==> config.mk <==
export PLATFORM = sky130hd
export DESIGN_NAME = pipe_scroller
export DESIGN_NICKNAME = d
export VERILOG_FILES = /design/src/rtl/pipe_scroller.sv
export SDC_FILE = /design/constraint.sdc
export NUM_CORES = 1
export LEC_CHECK = 0
export ABC_CLOCK_PERIOD_IN_PS = 13600
export CAP_MARGIN = 20
export CORE_UTILIZATION = 55
export CTS_BUF_LIST = sky130_fd_sc_hd__clkbuf_4 sky130_fd_sc_hd__clkbuf_8
export DETAILED_ROUTE_END_ITERATION = 10
export GPL_TIMING_DRIVEN = 0
export PLACE_DENSITY_LB_ADDON = 0.3
export SLEW_MARGIN = 25
export SYNTH_ARGS = -nofsm -noshare
export SYNTH_HDL_FRONTEND = slang
export SYNTH_SLANG_ARGS = --single-unit
==> constraint.sdc <==
create_clock -name clk -period 13.6 [get_ports clk]
set_input_delay 2.72 -clock clk [delete_from_list [all_inputs] [get_ports clk]]
set_output_delay 2.72 -clock clk [all_outputs]
set_load 0.03 [all_outputs]
==> src/rtl/pipe_scroller.sv <==
// pipe_scroller: horizontal positions of NUM_PIPES pipe obstacles, scrolled
// left once per tick, recycled to the right once they leave the screen.
// Also counts pipes passed by the bird and runs the INITIAL/COUNT/STOP FSM.
// Ports: clk, reset (async, active low); Start/Ack/Hit game handshake;
// Speed selects the step multiplier; X_Edge_L/X_Edge_R are packed pipe edges
// (pipe i at [i*X_W +: X_W]); Score is the saturating pass count;
// out_pipe/pipe_wrap report recycling; Q_Initial/Q_Count/Q_Stop one-hot state.
module pipe_scroller #(
    parameter int NUM_PIPES = 4,
    parameter int X_W       = 11,
    parameter int PIPE_W    = 60,
    parameter int SPACING   = 160,
    parameter int X_START   = 640,
    parameter int TICK_DIV  = 4,
    parameter int STEP      = 1,
    parameter int BIRD_X    = 100,
    parameter int SCORE_W   = 4,
    localparam int OP_W     = (NUM_PIPES > 1) ? $clog2(NUM_PIPES) : 1
) (
    input  logic                     clk,
    input  logic                     reset,
    input  logic                     Start,
    input  logic                     Ack,
    input  logic                     Hit,
    input  logic [1:0]               Speed,
    output logic [NUM_PIPES*X_W-1:0] X_Edge_L,
    output logic [NUM_PIPES*X_W-1:0] X_Edge_R,
    output logic [SCORE_W-1:0]       Score,
    output logic [OP_W-1:0]          out_pipe,
    output logic                     pipe_wrap,
    output logic                     Q_Initial,
    output logic                     Q_Count,
    output logic                     Q_Stop
);

    localparam int CNT_W = (TICK_DIV > 1) ? $clog2(TICK_DIV) : 1;
    localparam int SUM_W = SCORE_W + 4;
    localparam logic [X_W-1:0]   PW        = X_W'(PIPE_W);
    localparam logic [X_W-1:0]   BX        = X_W'(BIRD_X);
    localparam logic [X_W-1:0]   LOOP      = X_W'(NUM_PIPES * SPACING);
    localparam logic [CNT_W-1:0] TICK_LAST = CNT_W'(TICK_DIV - 1);
    localparam logic [SUM_W-1:0] SMAX      = SUM_W'((2 ** SCORE_W) - 1);

    typedef enum logic [1:0] {
        S_INIT,
        S_COUNT,
        S_STOP
    } state_t;

    state_t               state;
    logic [X_W-1:0]       r     [NUM_PIPES];
    logic [X_W-1:0]       r_nxt [NUM_PIPES];
    logic [CNT_W-1:0]     cnt;
    logic                 tick;
    logic [X_W-1:0]       s;
    logic [NUM_PIPES-1:0] wrap;
    logic [OP_W-1:0]      wrap_idx;
    logic [SUM_W-1:0]     passed;
    logic [SUM_W-1:0]     total;
    logic [SCORE_W-1:0]   score_nxt;

    function automatic logic [X_W-1:0] home(input int i);
        return X_W'(X_START + PIPE_W + i * SPACING);
    endfunction

    assign tick = (cnt == TICK_LAST);
    assign s    = X_W'(STEP) * (X_W'(Speed) + X_W'(1));

    // Next positions for a tick. A pipe that cannot take a full step wraps
    // by the ring length, which keeps the spacing exact across the wrap.
    always_comb begin
        passed   = '0;
        wrap     = '0;
        wrap_idx = '0;
        for (int i = 0; i < NUM_PIPES; i++) begin
            if (r[i] > s) begin
                r_nxt[i] = r[i] - s;
                if ((r[i] >= BX) && (r_nxt[i] < BX)) begin
                    passed = passed + SUM_W'(1);
                end
            end else begin
                r_nxt[i] = r[i] - s + LOOP;
                wrap[i]  = 1'b1;
                wrap_idx = OP_W'(i);
            end
        end
        total     = SUM_W'(Score) + passed;
        score_nxt = (total > SMAX) ? SMAX[SCORE_W-1:0] : total[SCORE_W-1:0];
    end

    // Left edge clamps at 0 while a pipe is sliding off the left side.
    always_comb begin
        for (int i = 0; i < NUM_PIPES; i++) begin
            X_Edge_R[i*X_W +: X_W] = r[i];
            X_Edge_L[i*X_W +: X_W] = (r[i] >= PW) ? (r[i] - PW) : '0;
        end
    end

    always_ff @(posedge clk or negedge reset) begin
        if (!reset) begin
            state     <= S_INIT;
            Q_Initial <= 1'b1;
            Q_Count   <= 1'b0;
            Q_Stop    <= 1'b0;
            cnt       <= '0;
            Score     <= '0;
            out_pipe  <= '0;
            pipe_wrap <= 1'b0;
            for (int i = 0; i < NUM_PIPES; i++) begin
                r[i] <= home(i);
            end
        end else begin
            pipe_wrap <= 1'b0;
            unique case (state)
                S_INIT: begin
                    cnt   <= '0;
                    Score <= '0;
                    for (int i = 0; i < NUM_PIPES; i++) begin
                        r[i] <= home(i);
                    end
                    if (Start) begin
                        state     <= S_COUNT;
                        Q_Initial <= 1'b0;
                        Q_Count   <= 1'b1;
                    end
                end
                S_COUNT: begin
                    // Hit pre-empts a coincident tick entirely.
                    if (Hit) begin
                        state   <= S_STOP;
                        Q_Count <= 1'b0;
                        Q_Stop  <= 1'b1;
                    end else if (tick) begin
                        cnt   <= '0;
                        Score <= score_nxt;
                        for (int i = 0; i < NUM_PIPES; i++) begin
                            r[i] <= r_nxt[i];
                        end
                        if (|wrap) begin
                            pipe_wrap <= 1'b1;
                            out_pipe  <= wrap_idx;
                        end
                    end else begin
                        cnt <= cnt + CNT_W'(1);
                    end
                end
                S_STOP: begin
                    // Reload happens on the way out so INITIAL is
                    // already clean in its first cycle.
                    if (Ack) begin
                        state     <= S_INIT;
                        Q_Stop    <= 1'b0;
                        Q_Initial <= 1'b1;
                        Score     <= '0;
                        for (int i = 0; i < NUM_PIPES; i++) begin
                            r[i] <= home(i);
                        end
                    end
                end
                default: begin
                    state     <= S_INIT;
                    Q_Initial <= 1'b1;
                    Q_Count   <= 1'b0;
                    Q_Stop    <= 1'b0;
                end
            endcase
        end
    end

endmodule

======== Word level (Yosys, flattened, before mapping) ========
Cells that the tools add are included.
storage, ports and cells
  register bits ........................... 58
  bits of input ports ..................... 7
operators by class
  eq/ne operators ......................... 8
  mux-type cells .......................... 52
  order comparisons ....................... 17
  reduce and logical (&&, ||, !) cells .... 15
  bitwise logic cells ..................... 4
  $add $sub $neg .......................... 18
operators by type and width
  cell                                                                 number
  two-way mux 44 bit                                                   3
  case mux 44 bit (3 select lines)                                     1
  two-way mux 11 bit                                                   8
  two-way mux 8 bit                                                    6
  adder 11 x 10 -> 11 bit (second input constant)                      4
  greater-or-equal comparator 11 x 6 -> 1 bit (second input constant)  4
  greater-or-equal comparator 11 x 7 -> 1 bit (second input constant)  4
  greater-than comparator 11 x 3 -> 1 bit                              4
  less-than comparator 11 x 7 -> 1 bit (second input constant)         4
  subtractor 11 x 3 -> 11 bit                                          4
  subtractor 11 x 6 -> 11 bit (second input constant)                  4
  adder 8 x 1 -> 8 bit (second input constant)                         3
  two-way mux 1 bit                                                    17
  two-way mux 4 bit                                                    4
  two-way mux 2 bit                                                    7
  case mux 4 bit (3 select lines)                                      1
  AND reduction 3 bit                                                  4
  != test 2 bit (second input constant)                                5
  case mux 1 bit (3 select lines)                                      3
  adder 4 x 8 -> 8 bit                                                 1
  greater-than comparator 8 x 4 -> 1 bit (second input constant)       1
  AND reduction 4 bit                                                  2
  case mux 2 bit (3 select lines)                                      1
  == test 2 bit (second input constant)                                2
  11 further kinds                                                     17

======== Depth between registers and ports, before layout ========
Gate-level depths: netlist (run 1).
  word-level depth ........................ 21
  mapped depth ............................ 27
  mapped depth without buffers ............ 25

======== Worst setup path before layout (run 1) ========
Ideal clock, no wire load.
  kind .................................... input to register
  start point ............................. in Speed[0]
  end point ............................... reg Score[2]
  setup time .............................. 0.120 ns
  path slack .............................. 5.481 ns
  data arrival time ....................... 7.998 ns
  buffers on the path ..................... 3
  required time ........................... 13.480 ns
  cell stages on the path ................. 26
  cells stage by stage .................... ha_1 -> buf_4 -> buf_2 -> xnor2_1 -> ha_1 -> o21a_1 -> or4b_1 -> clkbuf_1 -> nor3_1 -> xor2_1 -> inv_1 -> ha_1 -> nand4_1 -> a31oi_1 -> ha_1 -> mux2i_2 -> inv_1 -> ha_1 -> mux2_2 -> ha_1 -> mux2_2 -> fa_1 -> a21o_1 -> a21o_1 -> o21ai_0 -> nand2_1
on the way
  longest elaborated chain between the ends .. 21
  elaborated cells between the ends (all ways) .. 34
RTL lines
  element                                 RTL line  RTL
  start: declaration                      25        input logic [1:0] Speed,
  adder 2 x 1 -> 3 bit *                  67        assign s = X_W'(STEP) * (X_W'(Speed) + X_W'(1));
  subtractor 11 x 3 -> 11 bit             77        r_nxt[i] = r[i] - s;
  less-than comparator 11 x 7 -> 1 bit    78        if ((r[i] >= BX) && (r_nxt[i] < BX)) begin
  logical AND 1 bit                       78
  two-way mux 1 bit                       78
  two-way mux 1 bit                       76        if (r[i] > s) begin
  adder 8 x 1 -> 8 bit                    79        passed = passed + SUM_W'(1);
  two-way mux 8 bit                       78
  [... 5 more ...]                        -
  two-way mux 8 bit                       78
  two-way mux 8 bit *                     76
  adder 4 x 8 -> 8 bit *                  87        total = SUM_W'(Score) + passed;
  greater-than comparator 8 x 4 -> 1 bit  88        score_nxt = (total > SMAX) ? SMAX[SCORE_W-1:0] : total[SCORE_W-1:0];
  two-way mux 4 bit *                     88
  two-way mux 4 bit *                     133       end else if (tick) begin
  two-way mux 4 bit *                     129       if (Hit) begin
  case mux 4 bit (3 select lines) *       114       unique case (state)
  end signal: assignment                  135       Score <= score_nxt;
  end: declaration                        28        output logic [SCORE_W-1:0] Score,
Every way passes the cells marked *; elsewhere a longest branch is shown, timed or not. The select of a mux whose other input is x is not followed.
A chain may end at the register's enable or synchronous reset.

======== Worst setup path in the final report (run 1) ========
  start point ............................. in Speed[0]
  end point ............................... reg Score[0]
Same word-level chain as after synthesis.

==> results by group, run 1 <==
Outcome
  • Outcome: finished, final reports clean

Clock tree
  • H-tree levels: 3
  • Clock slew at reported path FFs: 0.08 ns
  • Cts bufs inserted: 9
  • Root buf cell: clkbuf_8
  • Clock Latency Late Sink: 0.36 ns
  • Clk sinks: 58
  • PostCTS Resize Cnt: 0
  • CTS tree: built
  • Post-CTS setup buffers: 0
  • CTS Buffer Depth: 2
  • Post-CTS Hold Buffers: 0

GRT
  • Vias in the first global route: 5389
  • Total grt overflow: 0
  • Largest net degree at the start of global routing: 53
  • Global Route Usage Sum: 0.327
  • First-pass GRT wire length: 26500 um
  • Initial antenna violation count: 0

Place
  • I/O Buffers: 104
  • DP Worst Slack: 4.42 ns
  • Post-DP HPWL: 11900 um
  • Inst Count DP: 945
  • Final GP Congestion: 0.934

Synthesis
  • Prevailing post-synth register cell: dfrtp_1
  • Sequential element share of the synthesized area: 0.269
  • Yosys warnings: 0
  • Unique masters post-synth: 69
  • Post-synth ARST share: 1.00
  • Syn nets: 754
  • Post-Syn Area: 5520 um2
  • Avg Cell Area, Syn: 7.81 um2
  • Mapped Cells: 707
  • Yosys reg bits: 58
  • EDFF count, synth: 0

Die
  • Die area: 10400 um2
  • Core Box Area: 9730 um2
  • Die Y: 102 um
  • Initial Util: 0.568
  • I/O Pins: 105
  • Die Width: 102 um
  • # rows: 36

Final layout
  • Inserted Diodes: 0
  • Syn-to-layout area delta: 26.2%
  • Final Util: 0.716
  • Layout fillers: 791
  • Layout net count: 870
  • Final Non-Filler Cells: 961
  • Layout cells sized above 1: 0.0833

Route
  • Routed vias/inst: 5.95
  • Drt wl/cell: 17.0 um
  • Detailed Route Iter0 Violations: 346
  • 1st-pass router iterations: 6
  • Antenna-violating nets left: 0
  • Vias: 5715
  • Post-route DRC: 0
  • Routed wire length: 16400 um

Timing
  • Final setup vio count: 0
  • Final Hold Viols: 0
  • F_max: 0.112 GHz
  • Worst-margin pin slew: 0.917 ns
  • RSZ-0062 raised after global routing: no
  • Clock Skew: 0.0115 ns
  • Tmin final: 8.92 ns
  • Final TNS setup: 0 ns
  • Worst Slack Setup Final: 4.68 ns
  • Slew Limit Fails: 0
  • Max transition margin: 0.383
  • Period utilisation layout: 0.656

Power and ir drop
  • Total leakage power: 2.98 nW
  • Peak VDD IR: 0.0921 mV
  • PD cells: 77.7 nW/um2
  • Total power: 0.542 mW

Critical path
  • CP arrival: 9.17 ns
  • Critical path class: input pin to register
  • Most frequent cell on the critical path: ha_1
  • Cell family with most CP delay: adder cells
  • CP max stage cell: or4b_1
  • CP peak stage delay: 0.47 ns
  • Crit path buffers/inverters: 6
  • Crit path max fanout: 10
  • Crit. End Element: register
  • Worst setup SP type: input pin
  • CP required: 13.85 ns

Worst hold path
  • Tightest Hold Check Type: register to register

Run
  • Max cap viols: 0
[worst register-to-register path, delay by kind of cell, from the launching register on]
| kind | cells | cell delay, ns |
|---|---|---|
| simple gates | 4 | 0.82 |
| compound gates | 5 | 0.82 |
| buf+inv | 5 | 0.59 |
| mux | 3 | 0.91 |
| fa+ha+maj | 7 | 1.94 |
| xor+xnor | 1 | 0.34 |
| flops | 1 | 0.42 |
[stage by stage]
step                area (um2)  hold WS (ns)
global route              6970         0.544
global placement          6730         0.488
finish                    6970         0.507
floorplan                 5520         0.506
CTS                       6970         0.510
detailed placement        6750         0.491
[logic make-up (layout without fill, tap and decap cells)]
family | count (synthesis) | in the layout | share of synthesized area
buffers and inverters | 84 | 205 | 0.0614
XOR/XNOR | 51 | 51 | 0.0834
adder cells (fa/ha/maj) | 40 | 40 | 0.0920
AND/OR/NAND/NOR | 282 | 282 | 0.251
AO/OA/AOI/OAI | 182 | 182 | 0.224
multiplexers | 10 | 10 | 0.0202
flip-flops | 58 | 58 | 0.269
[synth_stat cells, types with 9 or more instances]
master	count	share of area
nand2b_1	10	0.011
ha_1	39	0.088
o21a_1	9	0.012
dfstp_2	26	0.12
nand3_1	17	0.015
xor2_1	16	0.025
a22o_1	9	0.014
inv_1	37	0.025
a21oi_1	40	0.036
nor2_1	88	0.060
nor2b_1	26	0.029
o21ai_0	51	0.046
dfrtp_1	32	0.15
nand2_1	61	0.041
clkbuf_1	36	0.024
nor3_1	27	0.024
xnor2_1	34	0.054
[report_power, final]
| group | internal [mW] | switching, mW | total, mW |
|---|---|---|---|
| combinational | 0.0550 | 0.115 | 0.170 |
| sequential | 0.184 | 0.00824 | 0.192 |
| clock | 0.104 | 0.0756 | 0.179 |
[layout make-up]
| class | count | area, um2 | area share |
|---|---|---|---|
| Inverter | 38 | 143 | 0.0205 |
| Tap cell | 133 | 166 | 0.0239 |
| Timing Repair Buffer | 105 | 1070 | 0.153 |
| Multi-Input combinational cell | 565 | 3700 | 0.531 |
| Clock inverter | 2 | 35.0 | 0.00503 |
| Clock buffer | 14 | 180 | 0.0259 |
| Sequential cell | 58 | 1480 | 0.213 |
| Buffer | 46 | 196 | 0.0282 |
[registers in the layout, indices dropped and copies added (netlist names)]
name,cells
Q_Count,1
Q_Initial,1
Q_Stop,1
Score,4
X_Edge_R,44
cnt,2
out_pipe,2
pipe_wrap,1
state,2
[path summary, 6_finish.rpt]
| path | end | startpoint | depth (start not counted) | slack (ns) |
|---|---|---|---|---|
| hold / removal | Score[3]$_DFFE_PN0P_ | Score[3]$_DFFE_PN0P_ | 2 | 0.51 |
| max in group asynchronous | X_Edge_R[15]$_DFFE_PN1P_ | reset | 2 | 10.88 |
| setup reg to reg | Score[0]$_DFFE_PN0P_ | X_Edge_R[11]$_DFFE_PN0P_ | 25 | 7.65 |
| hold reg to reg | Score[3]$_DFFE_PN0P_ | Score[3]$_DFFE_PN0P_ | 2 | 0.51 |
| min in group asynchronous | Q_Stop$_DFFE_PN0P_ | reset | 1 | 2.17 |
| setup / recovery | Score[0]$_DFFE_PN0P_ | Speed[0] | 27 | 4.68 |
[metal layers]
layer	track usage	part of all wire
met1	0.438	0.44
met2	0.531	0.46
met3	0.0616	0.072
met4	0.112	0.023
met5	0	0
[cell usage in the layout, fill, tap and decap left out, drive strengths merged, types with 7 or more instances in the layout]
cell,instances
nand3,17
clkbuf,50
dfstp,26
dfrtp,32
a22o,9
a21o,8
xor2,16
o22ai,8
ha,39
nor2b,26
nand2,61
nor2,88
nor4,9
clkdlybuf4s50,103
o21a,9
buf,12
nand2b,10
o21ai,52
a2111oi,7
xnor2,34
inv,38
mux2i,7
nor3,27
a21oi,40
Note: power is estimated with default switching activity, not from simulation.
==> inputs of run 2 (changes only) <==
--- a/config.mk
+++ b/config.mk
@@ -5,7 +5,7 @@
 export SDC_FILE = /design/constraint.sdc
 export NUM_CORES = 1
 export LEC_CHECK = 0
-export ABC_CLOCK_PERIOD_IN_PS = 13600
+export ABC_CLOCK_PERIOD_IN_PS = 9400
 export CAP_MARGIN = 20
 export CORE_UTILIZATION = 55
 export CTS_BUF_LIST = sky130_fd_sc_hd__clkbuf_4 sky130_fd_sc_hd__clkbuf_8
==> constraint.sdc (replaced) <==
create_clock -name clk -period 9.4 [get_ports clk]
set_input_delay 1.88 -clock clk [delete_from_list [all_inputs] [get_ports clk]]
set_output_delay 1.88 -clock clk [all_outputs]
set_load 0.03 [all_outputs]
==> results of run 2 <==
Same layout as run 1 (identical final DEF). Status: finished, final reports clean.
Among the figures that moved: setup slack after placement 4.42 ns -> 1.06 ns; setup slack after layout 4.68 ns -> 1.32 ns; register-to-register setup slack 7.65 ns -> 3.45 ns; total power 0.542 mW -> 0.784 mW; worst IR drop on VDD 0.0921 mV -> 0.133 mV
==> inputs of run 3 (changes only) <==
--- a/config.mk
+++ b/config.mk
@@ -6,7 +6,7 @@
 export NUM_CORES = 1
 export LEC_CHECK = 0
 export ABC_CLOCK_PERIOD_IN_PS = 9400
-export CAP_MARGIN = 20
+export CORE_MARGIN = 1.5
 export CORE_UTILIZATION = 55
 export CTS_BUF_LIST = sky130_fd_sc_hd__clkbuf_4 sky130_fd_sc_hd__clkbuf_8
 export DETAILED_ROUTE_END_ITERATION = 10
@@ -16,3 +16,4 @@
 export SYNTH_ARGS = -nofsm -noshare
 export SYNTH_HDL_FRONTEND = slang
 export SYNTH_SLANG_ARGS = --single-unit
+export TNS_END_PERCENT = 5
==> run 3 against run 2 <==
Effect of this change:
- first-iteration DRC count shrank 16%
- hold slack improved by 0.010 ns
- fmax grew 0.36%
- largest cell class unchanged
- sequential power hardly changed
- clock-buffer cell count is 4 lower
- sequential share of layout area increased by 0.14 points
- die area grew 2.0%
- highest routed layer unchanged
- critical path type unchanged
- final cell count did not move
==> results by group, run 3 (synthesis results as in run 1) <==
Clock tree
  • Root buf cell: clkbuf_8
  • Cts bufs inserted: 9 (unchanged)
  • Clk sinks: 58 (unchanged)
  • H-tree levels: 3 (unchanged)
  • CTS Buffer Depth: 2 (unchanged)
  • Clock Latency Late Sink: 0.36 ns (about the same)
  • CTS tree: built
  • Clock slew at reported path FFs: 0.07 ns (about the same)
  • PostCTS Resize Cnt: 0 (unchanged)
  • Post-CTS Hold Buffers: 0 (unchanged)
  • Post-CTS setup buffers: 0 (unchanged)

Place
  • Final GP Congestion: 0.957 (+2.4%)
  • Post-DP HPWL: 12200 um (+2.8%)
  • I/O Buffers: 104 (unchanged)
  • Inst Count DP: 945 (unchanged)

Final layout
  • Most common cell after layout, fill and taps aside: clkdlybuf4s50_1
  • Max reg flops: 44 (unchanged)
  • Most frequent cells in the layout: clkdlybuf4s50_1, nor2_1, nand2_1
  • Final Non-Filler Cells: 961 (unchanged)
  • Inserted Diodes: 0 (unchanged)
  • Syn-to-layout area delta: 25.4%
  • Layout cells sized above 1: 0.0833 (unchanged)
  • Layout net count: 870 (unchanged)

GRT
  • Largest net degree at the start of global routing: 50 (-5.7%)
  • Initial antenna violation count: 0 (unchanged)
  • First-pass GRT wire length: 26800 um (+1.1%)
  • Vias in the first global route: 5445 (+1.0%)
  • Global Route Usage Sum: 0.326 (-0.00131)
  • Total grt overflow: 0 (unchanged)

Run
  • Max cap viols: 0 (unchanged)

Route
  • Vias: 5784 (+1.2%)
  • Drt wl/cell: 17.3 um (+1.6%)
  • 1st-pass router iterations: 5 (-1)
  • Top sig layer: met4
  • Routed length on met2: 7880 um (+4.3%)
  • Metal3 WL: 1310 um (+11%)
  • Post-route DRC: 0 (unchanged)
  • Routed vias/inst: 6.02 (+1.2%)
  • Antenna-violating nets left: 0 (unchanged)
  • M1 WL: 7000 um (-3.5%)
  • Routed wire length: 16600 um (+1.6%)
  • Detailed Route Iter0 Violations: 289 (-16%)

Worst hold path
  • Tightest Hold Check Type: register to register

Power and ir drop
  • Total leakage power: 2.96 nW (-0.74%)
  • Peak VDD IR: 0.118 mV
  • PD cells: 107 nW/um2

Die
  • Die Width: 103 um (+0.98%)
  • Die area: 10600 um2 (+2.0%)
  • # rows: 36 (unchanged)
  • Initial Util: 0.565 (-0.00262)
  • Die Y: 103 um (+0.98%)
  • Core Box Area: 9770 um2 (+0.46%)
  • I/O Pins: 105 (unchanged)

Critical path
  • CP required: 9.64 ns
  • Critical path class: input pin to register
  • Worst setup SP type: input pin
  • Crit. End Element: register
  • Crit path max fanout: 10 (unchanged)
  • CP arrival: 8.29 ns

Timing
  • Final TNS setup: 0 ns (unchanged)
  • Slew Limit Fails: 0 (unchanged)
  • Worst-margin pin slew: 0.884 ns (-0.0338 ns)
  • Final Hold Viols: 0 (unchanged)
  • RSZ-0062 raised after global routing: no
  • Clock Skew: 0.00838 ns (-0.00311 ns)
  • F_max: 0.124 GHz
  • Final setup vio count: 0 (unchanged)
  • Max transition margin: 0.405 (+0.0228)
  • Tmin final: 8.05 ns
  • Period utilisation layout: 0.856

Outcome
  • Outcome: finished, final reports clean
run 3: cell count changes in the layout (fill, tap and decap cells not counted):
cell	change
clkbuf_8	-2
clkinvlp_4	+1
bufinv_16	-1
clkinv_2	+4
clkbuf_4	-2
run 3: stage by stage:
stage | instance area [um2] | power [mW] | setup WS [ns] | hold WS, ns | util
3_5_place_dp | 6750 | 0.528 | 1.03 | 0.501 | 0.691
2_1_floorplan | 5520 | 0.433 | 2.12 | 0.506 | -
6_report | 6920 | 0.740 | 1.35 | 0.518 | 0.708
4_1_cts | 6920 | 0.738 | 1.39 | 0.517 | 0.708
3_3_place_gp | 6730 | 0.517 | 1.26 | 0.492 | 0.688
5_1_grt | 6920 | 0.777 | 1.04 | 0.553 | 0.708
run 3: final timing paths:
path | start | to | slack [ns] | cells after the start
max | Speed[0] | Score[3]$_DFFE_PN0P_ | 1.35 | 26
min | out_pipe[0]$_DFFE_PN0P_ | out_pipe[0]$_DFFE_PN0P_ | 0.52 | 2
max reg2reg | X_Edge_R[11]$_DFFE_PN0P_ | Score[3]$_DFFE_PN0P_ | 3.42 | 24
min reg2reg | out_pipe[0]$_DFFE_PN0P_ | out_pipe[0]$_DFFE_PN0P_ | 0.52 | 2
max in group asynchronous | reset | X_Edge_R[20]$_DFFE_PN1P_ | 7.48 | 2
min in group asynchronous | reset | pipe_wrap$_DFF_PN0_ | 1.36 | 1
run 3: cell type report:
class | count | area (um2)
multi-input cells | 565 | 3700
fillers | 826 | 2850
flip-flops and latches | 58 | 1480
repair buffers | 105 | 1070
plain buffers | 46 | 196
well taps | 133 | 166
inverters | 38 | 143
clock buffers | 10 | 138
clock inverters | 6 | 32.5
run 3: critical path, cell delays in order:
cell and delay (ns):
clkdlybuf4s50_1 0.44, ha_1 0.33, buf_4 0.18, buf_2 0.20, xnor2_1 0.17, ha_1 0.24
o21a_1 0.23, or4b_1 0.47, clkbuf_1 0.21, nor3_1 0.24, xor2_1 0.31, inv_1 0.12
ha_1 0.22, a31oi_1 0.15, ha_1 0.26, mux2i_2 0.29, inv_1 0.08, ha_1 0.30
mux2_2 0.29, ha_1 0.29, mux2_2 0.30, fa_1 0.44, a21o_1 0.17, a21o_1 0.20
o21ai_0 0.19, nand2_1 0.08
run 3: where the power goes:
part	internal, mW	leakage [nW]	switching, mW
Clock	0.100	0.0916	0.110
Sequential	0.266	0.711	0.0131
Combinational	0.0796	2.15	0.171
Total	0.446	2.96	0.294
run 3: routing by layer:
metal  track usage  vias to the layer above
met2         0.525                      262
met3        0.0719                       37
li1              -                     2743
met5             0                        -
met1         0.426                     2742
met4         0.135                        0
